File: src/rtl/pipe_pkg.sv
// Shared pipeline types and constants for the 5-stage MIPS pipeline.
// Holds the IF/ID register layout used by fetch, decode and the hazard unit,
// plus the fetch-stage action/mode encodings and the word-alignment helper.
package pipe_pkg;

    localparam logic [31:0] RESET_PC_DEF  = 32'h0000_0000;
    localparam logic [31:0] NOP_INSTR_DEF = 32'h0000_0000;
    localparam logic [31:0] CNT_MAX       = 32'hFFFF_FFFF;

    // IF/ID pipeline register contents
    typedef struct packed {
        logic [31:0] pc4;
        logic [31:0] instr;
        logic        valid;
    } ifid_t;

    // Fetch mode, derived directly from the run enable
    typedef enum logic {
        ST_IDLE = 1'b0,
        ST_RUN  = 1'b1
    } if_state_e;

    // What the fetch stage does on the coming edge
    typedef enum logic [1:0] {
        ACT_IDLE  = 2'd0,
        ACT_STALL = 2'd1,
        ACT_FLUSH = 2'd2,
        ACT_FETCH = 2'd3
    } if_act_e;

    // Instructions are word aligned; low two address bits are dropped
    function automatic logic [31:0] align_word(input logic [31:0] addr);
        return {addr[31:2], 2'b00};
    endfunction

endpackage

File: src/rtl/if_pc_reg.sv
// PC register with hold / load-target / increment-by-4 and target alignment.
// Latency: pc_o updates one edge after the control inputs; pc4_o is combinational.
// Backpressure: hold_i freezes the PC; hold has priority over load.
// Ports:
//   clk_i, rst_i     clock, synchronous active-high reset (PC <- RESET_PC)
//   hold_i           keep current PC
//   load_i           load aligned target_i
//   target_i [31:0]  redirect address (bits [1:0] ignored)
//   pc_o     [31:0]  current PC
//   pc4_o    [31:0]  PC + 4, modulo 2^32
module if_pc_reg
    import pipe_pkg::*;
#(
    parameter logic [31:0] RESET_PC = RESET_PC_DEF
) (
    input  logic        clk_i,
    input  logic        rst_i,
    input  logic        hold_i,
    input  logic        load_i,
    input  logic [31:0] target_i,
    output logic [31:0] pc_o,
    output logic [31:0] pc4_o
);

    logic [31:0] r_pc;
    logic [31:0] w_pc4;
    logic [31:0] w_pc_nxt;

    // Wraps naturally at 32 bits: FFFF_FFFC + 4 = 0
    assign w_pc4 = r_pc + 32'd4;

    always_comb begin
        w_pc_nxt = w_pc4;
        if (hold_i) begin
            w_pc_nxt = r_pc;
        end else if (load_i) begin
            w_pc_nxt = align_word(target_i);
        end
    end

    always_ff @(posedge clk_i) begin
        if (rst_i) begin
            r_pc <= RESET_PC;
        end else begin
            r_pc <= w_pc_nxt;
        end
    end

    assign pc_o  = r_pc;
    assign pc4_o = w_pc4;

endmodule

File: src/rtl/if_stage.sv
// Instruction-fetch stage: PC, branch redirect, imem address, IF/ID register.
// Latency: instruction at imem_addr_o appears on ifid_instr_o after one edge.
// Backpressure: stall_i holds PC and IF/ID; start_i=0 holds PC and drains IF/ID.
// Optional macro IF_STAGE_PERF_EN adds stall/flush/fetch saturating counters.
// Ports:
//   clk_i, rst_i                       clock, synchronous active-high reset
//   start_i                            run enable
//   stall_i                            load-use stall from hazard unit
//   branch_taken_i, branch_target_i    redirect request from ID
//   imem_instr_i / imem_addr_o         combinational instruction memory
//   ifid_pc4_o, ifid_instr_o, ifid_valid_o   IF/ID register outputs
//   stall_cnt_o, flush_cnt_o, fetch_cnt_o    perf counters (IF_STAGE_PERF_EN only)
module if_stage
    import pipe_pkg::*;
#(
    parameter logic [31:0] RESET_PC  = RESET_PC_DEF,
    parameter logic [31:0] NOP_INSTR = NOP_INSTR_DEF
) (
    input  logic        clk_i,
    input  logic        rst_i,
    input  logic        start_i,
    input  logic        stall_i,
    input  logic        branch_taken_i,
    input  logic [31:0] branch_target_i,
    input  logic [31:0] imem_instr_i,
    output logic [31:0] imem_addr_o,
    output logic [31:0] ifid_pc4_o,
    output logic [31:0] ifid_instr_o,
`ifdef IF_STAGE_PERF_EN
    output logic [31:0] stall_cnt_o,
    output logic [31:0] flush_cnt_o,
    output logic [31:0] fetch_cnt_o,
`endif
    output logic        ifid_valid_o
);

    if_state_e w_state;
    if_act_e   w_act;
    logic      w_pc_hold;
    logic      w_pc_load;
    logic [31:0] w_pc;
    logic [31:0] w_pc4;
    ifid_t     r_ifid;
    ifid_t     w_ifid_nxt;
    ifid_t     w_bubble;

    assign w_bubble = '{pc4: 32'd0, instr: NOP_INSTR, valid: 1'b0};

    // Mode and per-edge action, priority: idle > stall > branch > fetch.
    // A branch seen during a stall is dropped; the hazard unit re-asserts it.
    always_comb begin
        w_state   = start_i ? ST_RUN : ST_IDLE;
        w_act     = ACT_FETCH;
        w_pc_hold = 1'b0;
        w_pc_load = 1'b0;
        if (w_state == ST_IDLE) begin
            w_act     = ACT_IDLE;
            w_pc_hold = 1'b1;
        end else if (stall_i) begin
            w_act     = ACT_STALL;
            w_pc_hold = 1'b1;
        end else if (branch_taken_i) begin
            w_act     = ACT_FLUSH;
            w_pc_load = 1'b1;
        end
    end

    if_pc_reg #(
        .RESET_PC (RESET_PC)
    ) u_pc (
        .clk_i    (clk_i),
        .rst_i    (rst_i),
        .hold_i   (w_pc_hold),
        .load_i   (w_pc_load),
        .target_i (branch_target_i),
        .pc_o     (w_pc),
        .pc4_o    (w_pc4)
    );

    always_comb begin
        w_ifid_nxt = r_ifid;
        case (w_act)
            ACT_IDLE:  w_ifid_nxt = w_bubble;
            ACT_STALL: w_ifid_nxt = r_ifid;
            ACT_FLUSH: w_ifid_nxt = w_bubble; // squash wrong-path fetch
            ACT_FETCH: w_ifid_nxt = '{pc4: w_pc4, instr: imem_instr_i, valid: 1'b1};
            default:   w_ifid_nxt = w_bubble;
        endcase
    end

    always_ff @(posedge clk_i) begin
        if (rst_i) begin
            r_ifid <= w_bubble;
        end else begin
            r_ifid <= w_ifid_nxt;
        end
    end

    assign imem_addr_o  = w_pc;
    assign ifid_pc4_o   = r_ifid.pc4;
    assign ifid_instr_o = r_ifid.instr;
    assign ifid_valid_o = r_ifid.valid;

`ifdef IF_STAGE_PERF_EN
    logic [31:0] r_stall_cnt;
    logic [31:0] r_flush_cnt;
    logic [31:0] r_fetch_cnt;

    // Counters only advance in RUN; IDLE edges never map to these actions
    always_ff @(posedge clk_i) begin
        if (rst_i) begin
            r_stall_cnt <= 32'd0;
            r_flush_cnt <= 32'd0;
            r_fetch_cnt <= 32'd0;
        end else begin
            if (w_act == ACT_STALL && r_stall_cnt != CNT_MAX) begin
                r_stall_cnt <= r_stall_cnt + 32'd1;
            end
            if (w_act == ACT_FLUSH && r_flush_cnt != CNT_MAX) begin
                r_flush_cnt <= r_flush_cnt + 32'd1;
            end
            if (w_act == ACT_FETCH && r_fetch_cnt != CNT_MAX) begin
                r_fetch_cnt <= r_fetch_cnt + 32'd1;
            end
        end
    end

    assign stall_cnt_o = r_stall_cnt;
    assign flush_cnt_o = r_flush_cnt;
    assign fetch_cnt_o = r_fetch_cnt;
`endif

endmodule

File: config.mk
export PLATFORM = sky130hd
export DESIGN_NAME = if_stage
export DESIGN_NICKNAME = d
export VERILOG_FILES = /design/src/rtl/pipe_pkg.sv /design/src/rtl/if_pc_reg.sv /design/src/rtl/if_stage.sv
export SDC_FILE = /design/constraint.sdc
export NUM_CORES = 1
export LEC_CHECK = 0
export CORE_MARGIN = 2
export CORE_UTILIZATION = 40
export CTS_CLUSTER_SIZE = 24
export DETAILED_ROUTE_END_ITERATION = 10
export HOLD_SLACK_MARGIN = 0.05
export PLACE_DENSITY = 0.72
export SLEW_MARGIN = 20
export SYNTH_ARGS = -nofsm -noshare
export SYNTH_HDL_FRONTEND = slang
export SYNTH_HIERARCHICAL = 1
export SYNTH_SLANG_ARGS = --single-unit
File: constraint.sdc
create_clock -name clk_i -period 3.1 [get_ports clk_i]
set_clock_uncertainty 0.15 [all_clocks]
set_input_delay 0.775 -clock clk_i [delete_from_list [all_inputs] [get_ports clk_i]]
set_output_delay 0.775 -clock clk_i [all_outputs]
set_load 0.02 [all_outputs]
==> results.tsv, run 1 <==
stage	metric	value	unit
floorplan	Initial Util	0.409	
final_layout	Register Area	1900	sq um
yosys	sequential fraction of the synthesis area	0.388	
global_route	GRT overflow	0	
routing	via count	4732	
final_layout	footprint of the multi-input gates	2700	sq um
placed_design	hpwl dp	9440	um
yosys	dominant cell type by area after synthesis	dfxtp_1	
clock_network	TritonCTS clock tree	yes	
yosys	ys flop type	dfxtp_1	
clock_network	post_cts resized	0	
final_layout	Layout area overhead	40.7	%
yosys	Synth top area share	0.388	
timing	relative slew slack	0.494	
routing	Vias/cell	5.30	
yosys	Mapped Area	4910	sq um
clock_network	Skew-Pair Late Insertion Delay	0.34	ns
timing	fmax	353	MHz
worst_setup_path	WP data arrival	2.95	ns
clock_network	Clock Tree Buf Depth	2	
placed_design	quantity of I/O buffers inserted on ports	161	
timing	Worst Hold Slack	0.297	ns
clock_network	Root Buffer	clkbuf_16	
status	status	completed	
floorplan	die width	115	um
routing	initial drt markers	314	
pwr	pwr dens	408	nW/um^2
placed_design	RePlAce Congestion	0.886	
timing	fin crit period	2.83	ns
pwr	Pleak	2.32	nW
yosys	Yosys warning total	6	
worst_setup_path	FF-to-FF path depth	7	
min_path	HP Class	reg -> reg	
worst_setup_path	Crit Path Class	reg -> reg	
global_route	first-pass GRT wire length	21900	um
timing	Tightest Pin Transition	0.753	ns
routing	post-route ant nets	0	
yosys	Synth Area per Inst	8.10	sq um
clock_network	H-tree levels	3	
routing	Avg WL per Cell	15.5	um
clock_network	Post-CTS Hold Fix Bufs	0	
job	Max Cap Viol	0	
clock_network	CTS Sinks	95	
floorplan	die span in y	115	um
yosys	flop and latch count out of synthesis	95	
pwr	peak supply drop	0.250	mV
yosys	share of synthesized registers carrying an async set or reset	0	
yosys	Commonest cells post-synth	95 x dfxtp_1, 94 x a21oi_1, 87 x nand2_1	
final_layout	Nets	810	
final_layout	share of cells above drive strength 1	0.0685	
worst_setup_path	CP max FO	9	
yosys	top cells by area, synth	dfxtp_1 39%, or3b_1 10%, a21oi_1 9.6%	
timing	max-slew violations	0	
routing	drc violations	0	
global_route	largest net degree at the start of global routing	129	
yosys	post-synthesis cell count	606	
final_layout	fillers	1097	
timing	Final period util	0.913	
timing	unrepaired setup endpoints after global routing	false	
min_path	WHS Path Cells	2	
routing	First-pass DRT Iterations	5	
floorplan	Core Area	12000	sq um
floorplan	# rows	40	
global_route	vias in the first global route	4342	
timing	Finish-stage setup viols	0	
global_route	All-Layer GR Usage	0.208	
yosys	most numerous cell in the Yosys netlist	dfxtp_1	
routing	post-detailed-routing wire length	13800	um
clock_network	TritonCTS Buffers	9	
timing	setup TNS	0	ns
worst_setup_path	CP Capture Type	flip-flop	
floorplan	Ports	166	
yosys	Post-synth EDFFs	0	
worst_setup_path	reg-to-reg setup timing slack	0.27	ns
timing	Final Hold Viols	0	
yosys	post-synthesis cell type count	50	
worst_setup_path	Critical Path Start Type	flip-flop	
clock_network	Reg clk slew, reported paths	0.07	ns
floorplan	Die Area	13200	sq um
worst_setup_path	Req. time, crit path	3.22	ns
global_route	number of antenna violations at the first check in global routing	0	
clock_network	post-CTS setup repair buffer count	0	
final_layout	ANT cells	0	
[placed cells by master (no fill, tap or decap), types with 5 or more instances in the layout]
cell	count
xnor2_1	23
dfxtp_1	95
and3_1	6
a21oi_1	94
nor2_1	33
buf_4	15
o21ai_0	9
or3b_1	57
a31oi_1	10
a22oi_1	12
nor3_1	8
mux2i_1	6
nand4_1	5
nand2_1	87
xor2_1	5
o32ai_1	6
clkdlybuf4s50_1	159
inv_1	12
nand2b_1	5
and4_1	7
or3b_2	7
nor2b_1	6
clkbuf_16	9
nand3_1	14
[metal layers]
layer / part of all wire / track usage / up-vias / wire length [um]
met4: 0.021 / 0.0731 / 0 / 287
met5: 0 / 0 / - / 0
met3: 0.061 / 0.0343 / 21 / 844
met1: 0.46 / 0.286 / 2144 / 6300
met2: 0.46 / 0.331 / 178 / 6360
li1: - / - / 2389 / -
[flip-flops by register name, summed over array words and instances, names as in the netlist]
name / cells
ifid_valid_o: 1
u_pc/pc_o: 30
ifid_instr_o: 32
ifid_pc4_o: 32
[critical path: stages (launching register included)]
cell and delay (ns):
dfxtp_1 0.52, ha_1 0.40, nand2_1 0.22, nor2_1 0.43, nand4_1 0.25, xnor2_1 0.19
or3b_2 0.46, a21oi_1 0.14
[final timing paths]
| path | from | to |
|---|---|---|
| min | ifid_instr_o[17] | ifid_instr_o[17] |
| min reg2reg | ifid_instr_o[17] | ifid_instr_o[17] |
| max | u_pc/pc_o[2] | ifid_pc4_o[26] |
| max reg2reg | u_pc/pc_o[2] | ifid_pc4_o[26] |
[through the flow]
step | power, W | instances | worst slack (ns) | cell area [sq um] | utilization
3_5_place_dp | 0.00165 | 876 | 0.317 | 6580 | 0.548
5_1_grt | 0.00294 | 892 | 0.0803 | 6910 | 0.575
2_1_floorplan | 0.00148 | 609 | 0.294 | 4920 | -
4_1_cts | 0.00285 | 892 | 0.342 | 6910 | 0.575
6_report | 0.00282 | 892 | 0.269 | 6910 | 0.575
3_3_place_gp | 0.00164 | 876 | 0.361 | 6580 | 0.548
[power breakdown]
| part | internal (W) | switching, W |
|---|---|---|
| Combinational | 0.000179 | 0.000168 |
| Sequential | 0.00124 | 0.0000306 |
| Clock | 0.000729 | 0.000469 |
[kinds of logic after synthesis]
| kind of cell | count (synthesis) | synth area share |
|---|---|---|
| and+or+nand+nor | 254 | 0.300 |
| AOI/OAI and AO/OA | 151 | 0.180 |
| DFF | 95 | 0.388 |
| buffers and inverters | 70 | 0.0671 |
| xor gates and xnor gates | 28 | 0.0500 |
| muxes | 6 | 0.0122 |
| adders and majority gates | 1 | 0.00255 |
| other | 1 | 0.000764 |
[cell type report]
cell class / count / share of cell area
multi-input cells: 444 / 0.391
repair buffers: 177 / 0.253
well taps: 147 / 0.0266
clock inverters: 5 / 0.0118
clock buffers: 11 / 0.0352
flip-flops and latches: 95 / 0.275
inverters: 13 / 0.00707
No activity file was read; power rests on OpenSTA's default activity.
==> run 2, diff against run 1 <==
- MAX_ROUTING_LAYER: not set -> met4
==> run 2 against run 1 <==
Net effect:
- global-route usage shrank 0.36 points
- flip-flop and latch count is the same
- count of clock-buffer cells in the layout grew 1
- utilization shrank 0.39 points
- sequential share of layout area grew 0.19 points
- cell count shrank 0.11%
- setup slack lost 0.0080 ns
- register-to-register slack is essentially flat
- design area shrank 0.67%
- via count shrank 0.93%
- die area is the same
- largest power group unchanged
==> results.tsv, run 2 (synthesis results as in run 1) <==
stage	metric	value	unit
clock_network	CTS Sinks	95	
worst_setup_path	CP max FO	9	
pwr	peak supply drop	0.293	mV
final_layout	share of cells above drive strength 1	0.0672	
timing	Worst Hold Slack	0.298	ns
routing	post-route ant nets	0	
timing	fmax	352	MHz
clock_network	H-tree levels	3	
global_route	GRT overflow	0	
worst_setup_path	FF-to-FF path depth	7	
placed_design	quantity of I/O buffers inserted on ports	161	
floorplan	die width	115	um
global_route	All-Layer GR Usage	0.204	
global_route	vias in the first global route	4234	
worst_setup_path	Critical R2R Launch	u_pc/pc_o[2]	
placed_design	RePlAce Congestion	0.902	
worst_setup_path	reg-to-reg setup timing slack	0.26	ns
clock_network	post_cts resized	0	
min_path	HP Class	reg -> reg	
floorplan	Initial Util	0.409	
placed_design	hpwl dp	9380	um
clock_network	Skew-Pair Late Insertion Delay	0.34	ns
clock_network	TritonCTS Buffers	9	
floorplan	die span in y	115	um
routing	post-detailed-routing wire length	13400	um
global_route	first-pass GRT wire length	21100	um
routing	via count	4688	
timing	max-slew violations	0	
final_layout	Layout area overhead	39.8	%
worst_setup_path	Req. time, crit path	3.22	ns
final_layout	commonest cells after routing, fill and taps aside	159 x clkdlybuf4s50_1, 95 x dfxtp_1, 94 x a21oi_1, 87 x nand2_1, 57 x or3b_1	
status	status	completed	
timing	Finish-stage setup viols	0	
floorplan	Die Area	13200	sq um
job	Max Cap Viol	0	
timing	Final Hold Viols	0	
worst_setup_path	Worst R2R End	ifid_pc4_o[26]	
worst_setup_path	Critical Path Start Type	flip-flop	
worst_setup_path	crit path capture	ifid_pc4_o[26]	
worst_setup_path	WP data arrival	2.96	ns
final_layout	ANT cells	0	
floorplan	Ports	166	
clock_network	Root Buffer	clkbuf_16	
routing	First-pass DRT Iterations	5	
worst_setup_path	CP Capture Type	flip-flop	
floorplan	Core Area	12000	sq um
timing	Final period util	0.916	
clock_network	post-CTS setup repair buffer count	0	
clock_network	Reg clk slew, reported paths	0.07	ns
timing	setup TNS	0	ns
worst_setup_path	Crit Path Class	reg -> reg	
timing	fin crit period	2.84	ns
floorplan	# rows	40	
routing	Vias/cell	5.26	
global_route	largest net degree at the start of global routing	129	
routing	drc violations	0	
routing	initial drt markers	375	
timing	Tightest Pin Transition	0.754	ns
final_layout	commonest non-fill, non-tap cell in the layout	clkdlybuf4s50_1	
clock_network	Post-CTS Hold Fix Bufs	0	
pwr	pwr dens	391	nW/um^2
clock_network	TritonCTS clock tree	yes	
routing	Avg WL per Cell	15.0	um
worst_setup_path	CP startpoint	u_pc/pc_o[2]	
final_layout	Nets	809	
pwr	Pleak	2.30	nW
timing	relative slew slack	0.494	
clock_network	Clock Tree Buf Depth	2	
global_route	number of antenna violations at the first check in global routing	0	
timing	unrepaired setup endpoints after global routing	false	
-- run 2: worst max-delay path: stages, from the launching register on --
cell	delay (ns)
dfxtp_1	0.49
ha_1	0.38
nand2_1	0.21
nor2_1	0.44
nand4_1	0.26
xnor2_1	0.23
or3b_2	0.47
a21oi_1	0.14
-- run 2: how the worst min path moves through the flow --
stage          slack, ns        startpoint          endpoint  depth (start not counted)
5_1_grt             0.32    ifid_pc4_o[20]    ifid_pc4_o[20]                          2
4_1_cts             0.30    ifid_pc4_o[23]    ifid_pc4_o[23]                          2
3_3_place_gp        0.29  ifid_instr_o[23]  ifid_instr_o[23]                          2
3_5_place_dp        0.29    ifid_pc4_o[23]    ifid_pc4_o[23]                          2
2_1_floorplan       0.38  ifid_instr_o[31]  ifid_instr_o[31]                          2
6_report            0.30  ifid_instr_o[27]  ifid_instr_o[27]                          2
-- run 2: layout make-up --
cell class	instances	area [sq um]
Fill cell	1152	5150
Multi-Input combinational cell	444	2700
Sequential cell	95	1900
Timing Repair Buffer	176	1740
Clock buffer	12	256
Tap cell	147	184
Inverter	13	48.8
Clock inverter	4	28.8
-- run 2: per-layer routing --
metal,wire length (um),GRT usage,vias to the layer above,share of wire
met2,6150,0.314,177,0.46
met4,252,0.0747,0,0.019
met5,0,-,-,0
met3,775,0.0206,19,0.058
met1,6220,0.279,2109,0.46
li1,-,-,2383,-
-- run 2: per-stage QoR --
stage	power [W]	worst slack, ns	std cells	instance area [sq um]	util
after floorplan	0.00148	0.294	609	4920	-
after global placement	0.00164	0.273	875	6570	0.547
after detailed placement	0.00165	0.233	875	6570	0.547
after CTS	0.00271	0.341	891	6860	0.571
after global routing	0.00280	0.0973	891	6860	0.571
final	0.00268	0.261	891	6860	0.571
-- run 2: report_power, final --
| part | leakage, nW | internal [W] | total (W) | switching [W] |
|---|---|---|---|---|
| clock network | 0.135 | 0.000590 | 0.00106 | 0.000474 |
| registers | 0.768 | 0.00124 | 0.00127 | 0.0000300 |
| logic | 1.39 | 0.000178 | 0.000346 | 0.000167 |
==> run 3, diff against run 2 <==
- PLACE_DENSITY: 0.72 -> not set
- PLACE_DENSITY_LB_ADDON: not set -> 0.2
- clock period: 3.1 -> 3.5 ns (I/O delays scaled with it)
==> run 3 against run 2 <==
Net effect:
- flip-flop and latch count stayed put
- global-route usage is 0.12 points higher
- register-to-register slack better by 0.44 ns
- design area is 0.33% lower
- critical path depth is 1 higher
- via count is 1.7% lower
- utilization is 0.19 points lower
- combinational power is 14% lower
- largest power group unchanged
- non-clock buffer count is 4 lower
==> results.tsv, run 3 (synthesis results as in run 1) <==
stage	metric	value	unit
pwr	pwr dens	361	nW/um^2
worst_setup_path	CP bufs+invs	2	
global_route	All-Layer GR Usage	0.205	
final_layout	end-of-flow core utilization	0.569	
routing	Vias/cell	5.20	
timing	fmax	355	MHz
worst_setup_path	CP max FO	12	
worst_setup_path	CP startpoint	start_i	
global_route	GRT overflow	0	
clock_network	TritonCTS clock tree	yes	
global_route	met1 Resource Use GR	0.282	
pwr	Gate power share	0.121	
global_route	busiest grt layer	met2	
worst_setup_path	Critical R2R Launch	u_pc/pc_o[2]	
worst_setup_path	WP data arrival	2.89	ns
final_layout	fillers	1118	
placed_design	quantity of I/O buffers inserted on ports	161	
clock_network	Root Buffer	clkbuf_16	
timing	relative slew slack	0.501	
placed_design	RePlAce Congestion	0.882	
global_route	first-pass GRT wire length	21100	um
routing	initial drt markers	268	
clock_network	post_cts resized	0	
clock_network	CTS Sinks	95	
timing	Worst Hold Slack	0.299	ns
timing	Tightest Pin Transition	0.749	ns
routing	post-route ant nets	0	
worst_setup_path	CP Capture Type	flip-flop	
final_layout	Nets	805	
floorplan	Initial Util	0.409	
job	Max Cap Viol	0	
worst_setup_path	slowest CP cell	clkdlybuf4s50_1	
routing	via count	4609	
worst_setup_path	CP delay by family, top	buffers and inverters	
timing	final worst slack	0.680	ns
routing	post-detailed-routing wire length	13300	um
min_path	Hold Path Origin	ifid_instr_o[24]	
timing	Final period util	0.806	
timing	max-slew violations	0	
timing	fin crit period	2.82	ns
global_route	GR Layer Usage met3	0.0279	
floorplan	# rows	40	
placed_design	hpwl dp	9040	um
global_route	met2 usage	0.310	
worst_setup_path	max incr delay on CP	0.52	ns
final_layout	Layout area overhead	39.3	%
clock_network	Clock Tree Buf Depth	2	
pwr	Pleak	2.28	nW
floorplan	die span in y	115	um
clock_network	Reg clk slew, reported paths	0.07	ns
floorplan	Ports	166	
clock_network	H-tree levels	3	
pwr	internal power	0.00188	W
floorplan	Die Area	13200	sq um
clock_network	Skew-Pair Late Insertion Delay	0.34	ns
worst_setup_path	Critical Path Start Type	input port	
clock_network	post-CTS setup repair buffer count	0	
min_path	HP Class	reg -> reg	
pwr	NetSw	0.000588	W
status	status	completed	
worst_setup_path	Req. time, crit path	3.57	ns
worst_setup_path	crit-path cells	clkdlybuf4s50_1 > nand2b_1 > nor2_4 > clkinv_1 > o21a_1 > o21ai_0 > a21oi_1 > or3_1	
final_layout	commonest cells after routing, fill and taps aside	159 x clkdlybuf4s50_1, 95 x dfxtp_1, 94 x a21oi_1, 87 x nand2_1, 57 x or3b_1	
floorplan	Core Area	12000	sq um
timing	Finish-stage setup viols	0	
timing	Final Hold Viols	0	
clock_network	TritonCTS Buffers	9	
final_layout	commonest non-fill, non-tap cell in the layout	clkdlybuf4s50_1	
final_layout	ANT cells	0	
pwr	Reg power frac	0.458	
final_layout	share of cells above drive strength 1	0.0622	
worst_setup_path	Crit Path Class	in -> reg	
pwr	peak supply drop	0.250	mV
routing	Avg WL per Cell	15.0	um
pwr	Clk pwr share	0.421	
placed_design	pre-CTS setup slack	0.356	ns
pwr	Sw Ratio	0.238	
routing	First-pass DRT Iterations	4	
global_route	vias in the first global route	4226	
global_route	largest net degree at the start of global routing	131	
timing	setup TNS	0	ns
routing	drc violations	0	
clock_network	Post-CTS Hold Fix Bufs	0	
global_route	number of antenna violations at the first check in global routing	0	
floorplan	die width	115	um
timing	unrepaired setup endpoints after global routing	false	
## run 3: worst paths after layout
path | to | slack, ns | cells after the start
max reg2reg | ifid_pc4_o[26] | 0.70 | 7
min | ifid_instr_o[24] | 0.30 | 2
min reg2reg | ifid_instr_o[24] | 0.30 | 2
max | u_pc/pc_o[21] | 0.68 | 8
## run 3: layer usage
metal,vias up,share of wire,routed length [um]
met4,0,0.017,221
li1,2379,-,-
met1,2072,0.48,6410
met2,144,0.45,5910
met5,-,0,0
met3,14,0.055,726
## run 3: final cells by class
cell class | count | area, sq um | share of cell area
multi-input combinational | 444 | 2700 | 0.395
tap | 147 | 184 | 0.0269
clock inverter | 6 | 85.1 | 0.0124
sequential | 95 | 1900 | 0.278
timing repair buffer | 172 | 1690 | 0.247
inverter | 13 | 48.8 | 0.00714
clock buffer | 10 | 229 | 0.0335
## run 3: worst reg2reg max path: stages, from the launching register on
cell and delay [ns]:
dfxtp_1 0.50, ha_1 0.39, nand2_1 0.22, nor2_1 0.43, nand4_1 0.26, xnor2_1 0.19
or3b_2 0.45, a21oi_1 0.15
## run 3: power by group through the flow
| stage | clock network [W] | logic (W) | registers [W] |
|---|---|---|---|
| 5_1_grt | 0.00111 | 0.000325 | 0.00113 |
| 3_3_place_gp | 0 | 0.000295 | 0.00115 |
| 3_5_place_dp | 0 | 0.000298 | 0.00115 |
| 6_report | 0.00104 | 0.000298 | 0.00113 |
| 4_1_cts | 0.00107 | 0.000299 | 0.00113 |
| 2_1_floorplan | 0 | 0.000137 | 0.00117 |
## run 3: stage by stage
step,total power (W),instances,area [sq um]
2_1_floorplan,0.00131,609,4920
3_3_place_gp,0.00145,871,6520
3_5_place_dp,0.00145,871,6520
4_1_cts,0.00249,887,6830
5_1_grt,0.00257,887,6840
6_report,0.00247,887,6840
